## config.mk

```make
export PLATFORM = sky130hd
export DESIGN_NAME = payload_unpack
export DESIGN_NICKNAME = d
export VERILOG_FILES = /design/src/rtl/payload_unpack.sv
export SDC_FILE = /design/constraint.sdc
export NUM_CORES = 1
export LEC_CHECK = 0
export BUFFER_PORTS_ARGS = -buffer_cell sky130_fd_sc_hd__buf_2
export CAP_MARGIN = 40
export CORE_MARGIN = 10
export CORE_UTILIZATION = 45
export CTS_CLUSTER_DIAMETER = 40
export DETAILED_ROUTE_END_ITERATION = 7
export PLACE_DENSITY = 0.7
export SLEW_MARGIN = 25
export SYNTH_ARGS = -nofsm -noshare
export SYNTH_HDL_FRONTEND = slang
export SYNTH_SLANG_ARGS = --single-unit
```

## constraint.sdc

```tcl
create_clock -name clk -period 3.2 [get_ports clk]
set_clock_uncertainty 0.05 [all_clocks]
set_input_delay 0.64 -clock clk [delete_from_list [all_inputs] [get_ports clk]]
set_output_delay 0.64 -clock clk [all_outputs]
set_load 0.1 [all_outputs]
```

## src/rtl/payload_unpack.sv

```systemverilog
// payload_unpack: pulls the three payload bytes out of each newly validated
// 40-bit frame, queues them in a small show-ahead byte FIFO and streams them
// out over a valid/ready byte interface. Also counts accepted and dropped frames.
module payload_unpack #(
  parameter int DEPTH = 8,
  parameter int CNT_W = 16
) (
  input  logic             clk,
  input  logic             rst,
  input  logic             valid_flag,
  input  logic [39:0]      valid_data_i,
  output logic [7:0]       m_data,
  output logic             m_valid,
  input  logic             m_ready,
  output logic             overflow,
  output logic [CNT_W-1:0] frame_cnt,
  output logic [7:0]       drop_cnt
);

  localparam int AW = $clog2(DEPTH);

  // Highest fill level at which a whole 3-byte payload still fits.
  localparam logic [AW:0] MAX_FILL = (AW+1)'(DEPTH - 3);

  localparam logic [1:0] S_IDLE = 2'd0;
  localparam logic [1:0] S_CAP  = 2'd1;
  localparam logic [1:0] S_WR1  = 2'd2;
  localparam logic [1:0] S_WR2  = 2'd3;

  logic             validPrev_q;
  logic             newFrame;
  logic [1:0]       state_q, state_d;
  logic [15:0]      hold_q, hold_d;
  logic [AW:0]      wrPtr_q, rdPtr_q;
  logic [AW:0]      count;
  logic [7:0]       mem_q [DEPTH];
  logic [CNT_W-1:0] frameCnt_q;
  logic [7:0]       dropCnt_q;
  logic             push;
  logic [7:0]       pushData;
  logic             pop;
  logic             accept;
  logic             capDrop;
  logic             busyDrop;
  logic             hasSpace;

  // Header and checksum bytes are deliberately thrown away.
  logic unusedFrameBits;
  assign unusedFrameBits = ^{valid_data_i[39:32], valid_data_i[7:0]};

  // The validator holds valid_flag high for many cycles; only its rising edge marks a frame.
  assign newFrame = valid_flag & ~validPrev_q;

  assign count    = wrPtr_q - rdPtr_q;
  assign hasSpace = (count <= MAX_FILL);
  assign m_valid  = (count != '0);
  assign m_data   = mem_q[rdPtr_q[AW-1:0]];
  assign pop      = m_valid & m_ready;

  // A frame seen while a previous one is still being written cannot be taken.
  assign busyDrop = newFrame & (state_q != S_IDLE);
  assign overflow = capDrop | busyDrop;

  assign frame_cnt = frameCnt_q;
  assign drop_cnt  = dropCnt_q;

  // Frame sequencer: capture decision, then one byte written per cycle.
  always_comb begin
    state_d  = state_q;
    hold_d   = hold_q;
    push     = 1'b0;
    pushData = 8'h00;
    accept   = 1'b0;
    capDrop  = 1'b0;
    case (state_q)
      S_IDLE: begin
        if (newFrame) begin
          state_d = S_CAP;
        end
      end
      S_CAP: begin
        // Space is judged on the pre-pop count; a same-cycle pop only adds room.
        if (hasSpace) begin
          push     = 1'b1;
          pushData = valid_data_i[31:24];
          hold_d   = valid_data_i[23:8];
          accept   = 1'b1;
          state_d  = S_WR1;
        end else begin
          capDrop = 1'b1;
          state_d = S_IDLE;
        end
      end
      S_WR1: begin
        push     = 1'b1;
        pushData = hold_q[15:8];
        state_d  = S_WR2;
      end
      S_WR2: begin
        push     = 1'b1;
        pushData = hold_q[7:0];
        state_d  = S_IDLE;
      end
      default: begin
        state_d = S_IDLE;
      end
    endcase
  end

  // Sequencer state, edge-detect history and payload holding register.
  always_ff @(posedge clk or posedge rst) begin
    if (rst) begin
      state_q     <= S_IDLE;
      validPrev_q <= 1'b0;
      hold_q      <= 16'h0000;
    end else begin
      state_q     <= state_d;
      validPrev_q <= valid_flag;
      hold_q      <= hold_d;
    end
  end

  // FIFO pointers; push and pop may both happen in one cycle.
  always_ff @(posedge clk or posedge rst) begin
    if (rst) begin
      wrPtr_q <= '0;
      rdPtr_q <= '0;
    end else begin
      if (push) begin
        wrPtr_q <= wrPtr_q + (AW+1)'(1);
      end
      if (pop) begin
        rdPtr_q <= rdPtr_q + (AW+1)'(1);
      end
    end
  end

  // FIFO storage is left unreset; m_valid masks any stale contents.
  always_ff @(posedge clk) begin
    if (push) begin
      mem_q[wrPtr_q[AW-1:0]] <= pushData;
    end
  end

  // Frame statistics: accepted count wraps, dropped count sticks at 255.
  always_ff @(posedge clk or posedge rst) begin
    if (rst) begin
      frameCnt_q <= '0;
      dropCnt_q  <= 8'h00;
    end else begin
      if (accept) begin
        frameCnt_q <= frameCnt_q + CNT_W'(1);
      end
      if (overflow && (dropCnt_q != 8'hFF)) begin
        dropCnt_q <= dropCnt_q + 8'd1;
      end
    end
  end

endmodule

```

# --- Word-level counts from Yosys, hierarchy flattened ---
# Memories as Yosys holds them, arrays and structs flattened.
# Index checks and enable logic that the tools add are counted.
word_totals:
  wordCells: 42
  memories: 1
  mem_bits_rw: 64
  reg_bits: 51
mem_list:
  columns: ["name", "words", "word_bits", "rd", "rd_clocked_by_memory_dff", "write_ports", "line_no", "text"]
  rows:
  - ["mem_q", 8, 8, 1, 0, 1, "36", "logic [7:0] mem_q [DEPTH];"]
classes:
  mux: 12
  eq_ne: 5
  addsub: 5
  n_lt_le_gt_ge: 1
  n_reduce_logical: 6
  bitwise_logic: 5
op_table:
  columns: ["op", "count"]
  rows:
  - ["$pmux W8 S3", 1]
  - ["$add A16 B1 Y16 const B", 1]
  - ["$add A4 B1 Y4 const B", 2]
  - ["$add A8 B1 Y8 const B", 1]
  - ["$mux W8", 1]
  - ["$ne A8 B8 Y1 const B", 1]
  - ["$pmux W2 S4", 1]
  - ["$mux W1", 6]
  - ["$eq A2 B2 Y1 const B", 2]
  - ["$le A4 B3 Y1 const B", 1]
  - ["$mux W2", 2]
  - ["$reduce_bool A4 Y1", 1]
  - ["$sub A4 B4 Y4", 1]
  - ["$and A1 B1 Y1", 3]
  - ["$eq A2 B1 Y1 const B", 1]
  - ["$logic_not A2 Y1", 1]
  - ["$ne A2 B2 Y1 const B", 1]
  - ["$pmux W1 S2", 1]
  - ["$reduce_and A2 Y1", 1]
  - ["$reduce_bool A2 Y1", 1]
  - ["$reduce_or A2 Y1", 1]
  - ["$logic_and A1 B1 Y1", 1]
  - ["$not A1 Y1", 1]
  - ["$or A1 B1 Y1", 1]

# --- Depth between registers and ports, before layout ---
# Gate-level depths: netlist of the first run.
depth:
  word_depth: 6
  depth_mapped: 10

# --- Worst setup path after synthesis of the first run ---
# Ideal clock, no wire load.
synth_timing:
  path_kind: "register to output"
  start: "register rdPtr_q[1]"
  end: "output port overflow"
  stages_incl_launch_ff: 11
  arrival_time_ns: 3.324
  path_slack_ns: -0.814
  path_buffers: 3
  path_cell_list: "dfrtp_1 clkbuf_1 clkbuf_1 inv_1 ha_1 nand3b_1 a21oi_1 or4_1 buf_2 inv_1 nor2_1"
synth_between:
  elab_chain_cells: 5
synth_lines:
  columns: ["item", "line_no", "text"]
  rows:
  - ["from (decl)", "34", "logic [AW:0] wrPtr_q, rdPtr_q;"]
  - ["from (signal assigned)", "133", "rdPtr_q <= rdPtr_q + (AW+1)'(1);"]
  - ["$sub A4 B4 Y4", "54", "assign count = wrPtr_q - rdPtr_q;"]
  - ["$le A4 B3 Y1", "55", "assign hasSpace = (count <= MAX_FILL);"]
  - ["$mux W1", "83", "if (hasSpace) begin"]
  - ["$mux W1", "75", "case (state_q)"]
  - ["$or A1 B1 Y1", "62", "assign overflow = capDrop | busyDrop;"]
  - ["to (decl)", "15", "output logic overflow,"]
# No other way between the ends.

# --- Worst setup path after layout of the first run ---
layout_timing:
  start: "register wrPtr_q[0]"
  end: "output port overflow"
layout_between:
  elab_chain_cells: 5
layout_lines:
  columns: ["item", "line_no", "text"]
  rows:
  - ["from (decl)", "34", null]
  - ["from (signal assigned)", "130", "wrPtr_q <= wrPtr_q + (AW+1)'(1);"]
  - ["$sub A4 B4 Y4", "54", null]
  - ["$le A4 B3 Y1", "55", null]
  - ["$mux W1", "83", null]
  - ["$mux W1", "75", null]
  - ["$or A1 B1 Y1", "62", null]
# No other way between the ends.

==> summary.txt, run 1 <==
Finish
  – Finished Core Util: 0.580
  – Synth-to-Final Area Change: 27.1%
  – Final Net Count: 491
  – Most common cell after layout, fill and taps aside: edfxtp_1
  – Layout cell share with drive strength beyond 1: 0.385
  – Commonest cells after routing, fill and taps aside: edfxtp_1 (64), buf_2 (63), dfrtp_1 (51)
  – Ant diodes: 0

Job
  – Max-cap violation count: 0

Timing
  – Tmin final: 3230 ps
  – PnR worst setup slack: -30.6 ps
  – Actual slew at the worst max-slew pin: 758 ps
  – Crit share post-route: 1.01
  – RSZ-0062 raised after global routing: yes
  – Pins Over Slew Limit: 0
  – Final setup violation count: 1
  – Final Hold Fails: 0
  – Achievable Freq: 310 MHz
  – Slew Limit Headroom: 0.489

CTS
  – Num CTS Buffers: 17
  – # H-tree levels: 4
  – Clock Tree Buf Depth: 2
  – CTS tree: built
  – # clock sinks: 115
  – Clock root cell: clkbuf_8
  – Clk_lat worst skew: 510 ps
  – Clock-pin slew on the worst setup and hold paths: 50 ps

Drt
  – Post-route DRC: 0
  – Initial DRC count: 123
  – Routed WL: 10.5 mm
  – Pre-Repair DR Iteration Count: 4
  – Vias/cell: 5.18
  – ANT nets after route: 0
  – Vias: 3065
  – WL/cell: 17.7 µm

Floorplan
  – Row Count: 38
  – Die H: 125 µm
  – Core ar.: 10800 µm²
  – Die Area: 15500 µm²
  – Initial Util: 0.457
  – Die width: 125 µm
  – I/O pin total: 78

Global routing
  – GR Util met3: 0.0464
  – Total GRT Usage: 0.134
  – Initial antenna violation count: 0
  – First-pass GRT wire length: 16.5 mm
  – Vias in the first global route: 3233
  – Global route overflow: 0
  – Busiest layer in global routing: met2
  – GR Util met2: 0.218
  – Largest net degree at the start of global routing: 41
  – GRT met1 Usage: 0.159

Synthesis
  – Synth async-reset ratio: 0.443
  – Number of flops mapped to enable cells by yosys: 64
  – Top FF cell, synth: edfxtp_1
  – Post-synthesis cell area: 4930 µm²
  – Yosys warnings: 0
  – Count of cell types in the netlist: 38
  – Synth Area per Inst: 14.5 µm²
  – Register bit total from synthesis: 115
  – Synth Net Count: 391
  – Register area share after synthesis: 0.649
  – Syn Inst Count: 339

Critical path
  – Critical path class: reg -> out
  – Worst path arrival time: 2540 ps
  – CP Max Fanout: 4
  – Worst setup EP type: primary output
  – Crit path launch type: flop
  – Worst path required time: 2510 ps

Placement
  – Final GP Congestion: 0.759
  – Port Buffers: 61
  – Dpl hpwl: 7.03 mm

Min path
  – Hold WC Path Type: in -> reg

Outcome
  – Outcome: complete, but fails checks
  – Failing checks: setup timing
==> layout make-up <==
type	count	area [µm²]
clock inverters	14	138
repair buffers	94	591
flip-flops and latches	115	3200
well taps	140	175
clock buffers	18	418
inverters	7	26.3
multi-input cells	204	1720
fillers	859	4530
==> worst paths after layout <==
check	startpoint	endpoint	slack [ps]	depth (start not counted)
max in group asynchronous	rst	drop_cnt[6]	2050	5
min in group asynchronous	rst	frame_cnt[10]	480	3
worst min-delay path	valid_flag	validPrev_q	210	1
worst max-delay path	wrPtr_q[0]	overflow	-30	8
worst min register to register	frame_cnt[15]	frame_cnt[15]	440	1
worst max register to register	wrPtr_q[1]	mem_q[6][6]	290	10
==> state kept, by name, indices dropped and copies added, names as in the netlist, named ones only <==
signal and cells:
drop_cnt 8, frame_cnt 16, hold_q 16, mem_q 64, rdPtr_q 4, state_q 1
validPrev_q 1, wrPtr_q 4
==> synth_stat cells, drive strengths merged, types with 3 or more instances <==
cell type / count / area share
edfxtp: 64 / 0.39
dfrtp: 51 / 0.26
nand2: 42 / 0.032
xnor2: 24 / 0.043
mux2: 21 / 0.049
mux4: 16 / 0.073
nand3: 16 / 0.016
nor2: 10 / 0.0076
o21ai: 10 / 0.010
and3: 9 / 0.012
mux2i: 8 / 0.016
clkbuf: 7 / 0.0053
ha: 7 / 0.018
nand4: 7 / 0.0089
buf: 6 / 0.0058
inv: 6 / 0.0046
a21oi: 5 / 0.0051
nor3: 4 / 0.0041
xor2: 4 / 0.0071
nor2b: 3 / 0.0038
==> worst max-delay path: stages, from the launching register on <==
cell and delay (ps):
dfrtp_1 370, inv_2 70, ha_4 170, fa_2 560
nor2_1 60, or4_4 490, inv_2 80, nor2_4 40
buf_12 180
==> routing by layer <==
layer	share of wire	wire length, µm
met1	0.45	4690
met2	0.50	5200
met3	0.044	463
met4	0.013	138
met5	0	0
==> logic make-up after synthesis <==
logic type / synth area share
AND/OR/NAND/NOR: 0.102
AO/OA/AOI/OAI: 0.0223
flip-flops: 0.649
adder cells (fa/ha/maj): 0.0218
multiplexers: 0.138
buffers and inverters: 0.0165
XOR/XNOR: 0.0498
==> through the flow <==
stage | setup slack (ps) | TNS [ps] | hold WS, ps | instance area (µm²) | std cells
finish | -30.6 | -30.6 | 208 | 6260 | 592
global placement | 269 | 0 | 413 | 5530 | 547
CTS | -95.4 | -130 | 189 | 6150 | 579
global route | -108 | -174 | 184 | 6260 | 592
floorplan | -179 | -2940 | 430 | 4940 | 339
detailed placement | 230 | 0 | 429 | 5530 | 547
==> repair_timing <==
item | CTS | global route
setup buffers | 0 | 5
pin swaps | 2 | 3
gates cloned | 0 | 0
endpoints found under the hold margin | 0 | 2
resized for setup | 16 | 3
endpoints found under the setup margin | 2 | 2
hold buffers | 0 | 1
Power of run 1 is not shown: default switching activity piles up to over one toggle a cycle in this logic, so the estimate is an artifact.
==> inputs of run 2 (changes only) <==
CORE_UTILIZATION = 46   (was 45)
PLACE_DENSITY = 0.72   (was 0.7)
==> run 2 against run 1 <==
  * The run now ends clean
  * Worst setup slack improved by 38 ps
  * Count of clock-buffer cells in the layout fell by 1
  * Maximum frequency rose by 1.2%
  * First-iteration DRC count rose by 42%
  * Via count fell by 1.4%
  * Critical endpoint unchanged
  * Cell area fell by 0.68%
  * Sequential cell count did not move
  * Hold slack got worse by 34 ps
  * Critical path depth fell by 1
  * Largest cell class unchanged
  * Non-clock buffer count fell by 6
==> summary.txt, run 2 (synthesis gave the netlist of run 1 again) <==
Finish
  – Synth-to-Final Area Change: 26.2%
  – Register Area: 3200 µm²
  – Final Net Count: 485
  – Commonest cells after routing, fill and taps aside: buf_2 (64), edfxtp_1 (64), dfrtp_1 (50)
  – Ant diodes: 0
  – Multi-input logic area: 1730 µm²
  – Finished Core Util: 0.600
  – Layout cell share with drive strength beyond 1: 0.388
  – Fill count: 823
  – Max reg flops: 64

Critical path
  – Worst-path cell chain: ha_4 > fa_2 > nor2_1 > or4_4 > inv_2 > nor2_4 > buf_12
  – Reg2reg path depth: 8
  – Crit path launch type: flop
  – WP buf/inv: 2
  – Worst path arrival time: 2500 ps
  – Max incr delay on CP: 560 ps
  – CP Launch Point: rdPtr_q[0]
  – Critical path's slowest cell: fa_2
  – Critical path class: reg -> out
  – Reg-to-reg setup timing slack: 580 ps
  – Reg-to-reg critical path startpoint: wrPtr_q[2]
  – Top Family by Delay on Critical Path: adder cells
  – Worst setup EP type: primary output
  – CP Max Fanout: 4
  – Critical path depth: 7
  – Worst path required time: 2510 ps

CTS
  – CTS tree: built
  – Clock Tree Buf Depth: 2
  – # clock sinks: 115
  – # H-tree levels: 4
  – Clk_lat worst skew: 500 ps
  – Num CTS Buffers: 17
  – Clock-pin slew on the worst setup and hold paths: 60 ps
  – Clock root cell: clkbuf_8

Drt
  – Vias/cell: 5.19
  – Vias: 3021
  – WL/cell: 17.3 µm
  – Post-route DRC: 0
  – Routed WL: 10.1 mm
  – Pre-Repair DR Iteration Count: 4
  – Initial DRC count: 175
  – ANT nets after route: 0

Floorplan
  – Initial Util: 0.475
  – Die width: 123 µm
  – I/O pin total: 78
  – Die Area: 15300 µm²
  – Core ar.: 10400 µm²
  – Row Count: 37
  – Die H: 123 µm

Global routing
  – First-pass GRT wire length: 16.6 mm
  – Global route overflow: 0
  – Total GRT Usage: 0.141
  – Largest net degree at the start of global routing: 52
  – Initial antenna violation count: 0
  – Vias in the first global route: 3246

Placement
  – Final GP Congestion: 0.759
  – Port Buffers: 61
  – Dpl hpwl: 6.66 mm

Timing
  – Final Hold Fails: 0
  – Crit share post-route: 0.998
  – Final hold slack: 174 ps
  – Achievable Freq: 313 MHz
  – Tmin final: 3190 ps
  – RSZ-0062 raised after global routing: yes
  – Slew Limit Headroom: 0.497
  – Pins Over Slew Limit: 0
  – Final setup violation count: 0
  – Actual slew at the worst max-slew pin: 747 ps

Job
  – Max-cap violation count: 0

Outcome
  – Outcome: finished clean

Min path
  – Hold WC Path Type: in -> async
run 2: changes by cell type in the layout (fill, tap and decap cells not counted), sizes merged:
cell         before  now
bufinv            2    1
clkbuf           20   18
inv               9   14
dlygate4sd3       1    0
clkinvlp          4    1
buf              91   87
run 2: layout make-up:
cell class	count	share of cell area
Multi-Input combinational cell	204	0.278
Clock buffer	17	0.0666
Tap cell	136	0.0274
Timing Repair Buffer	88	0.0859
Clock inverter	15	0.0233
Inverter	7	0.00463
Sequential cell	115	0.514
run 2: what timing repair did:
item	CTS	global route
pin swaps	1	1
endpoints found under the setup margin	2	2
resized for setup	17	4
buffers inserted	0	3
hold buffers	0	0
run 2: metal layers:
layer | vias to the layer above | share of wire | global-route usage
li1 | 1444 | - | -
met1 | 1486 | 0.45 | 0.174
met2 | 78 | 0.49 | 0.226
met3 | 13 | 0.050 | 0.0533
met4 | 0 | 0.012 | 0.0408
met5 | - | 0 | 0
run 2: stage by stage:
step,TNS (ps),instance area [µm²],setup WS [ps],std cells
floorplan,-2940,4940,-179,339
global placement,0,5510,272,541
detailed placement,0,5520,223,542
CTS,-56.4,6150,-56.4,574
global route,-92.2,6220,-92.2,582
finish,0,6220,7.61,582
run 2: path summary, 6_finish.rpt:
path,to
worst max-delay path,overflow
worst min-delay path,state_q[0]
worst max register to register,mem_q[6][7]
worst min register to register,frame_cnt[15]
max in group asynchronous,wrPtr_q[2]
min in group clk,validPrev_q
Power of run 2 is left out for the same reason.
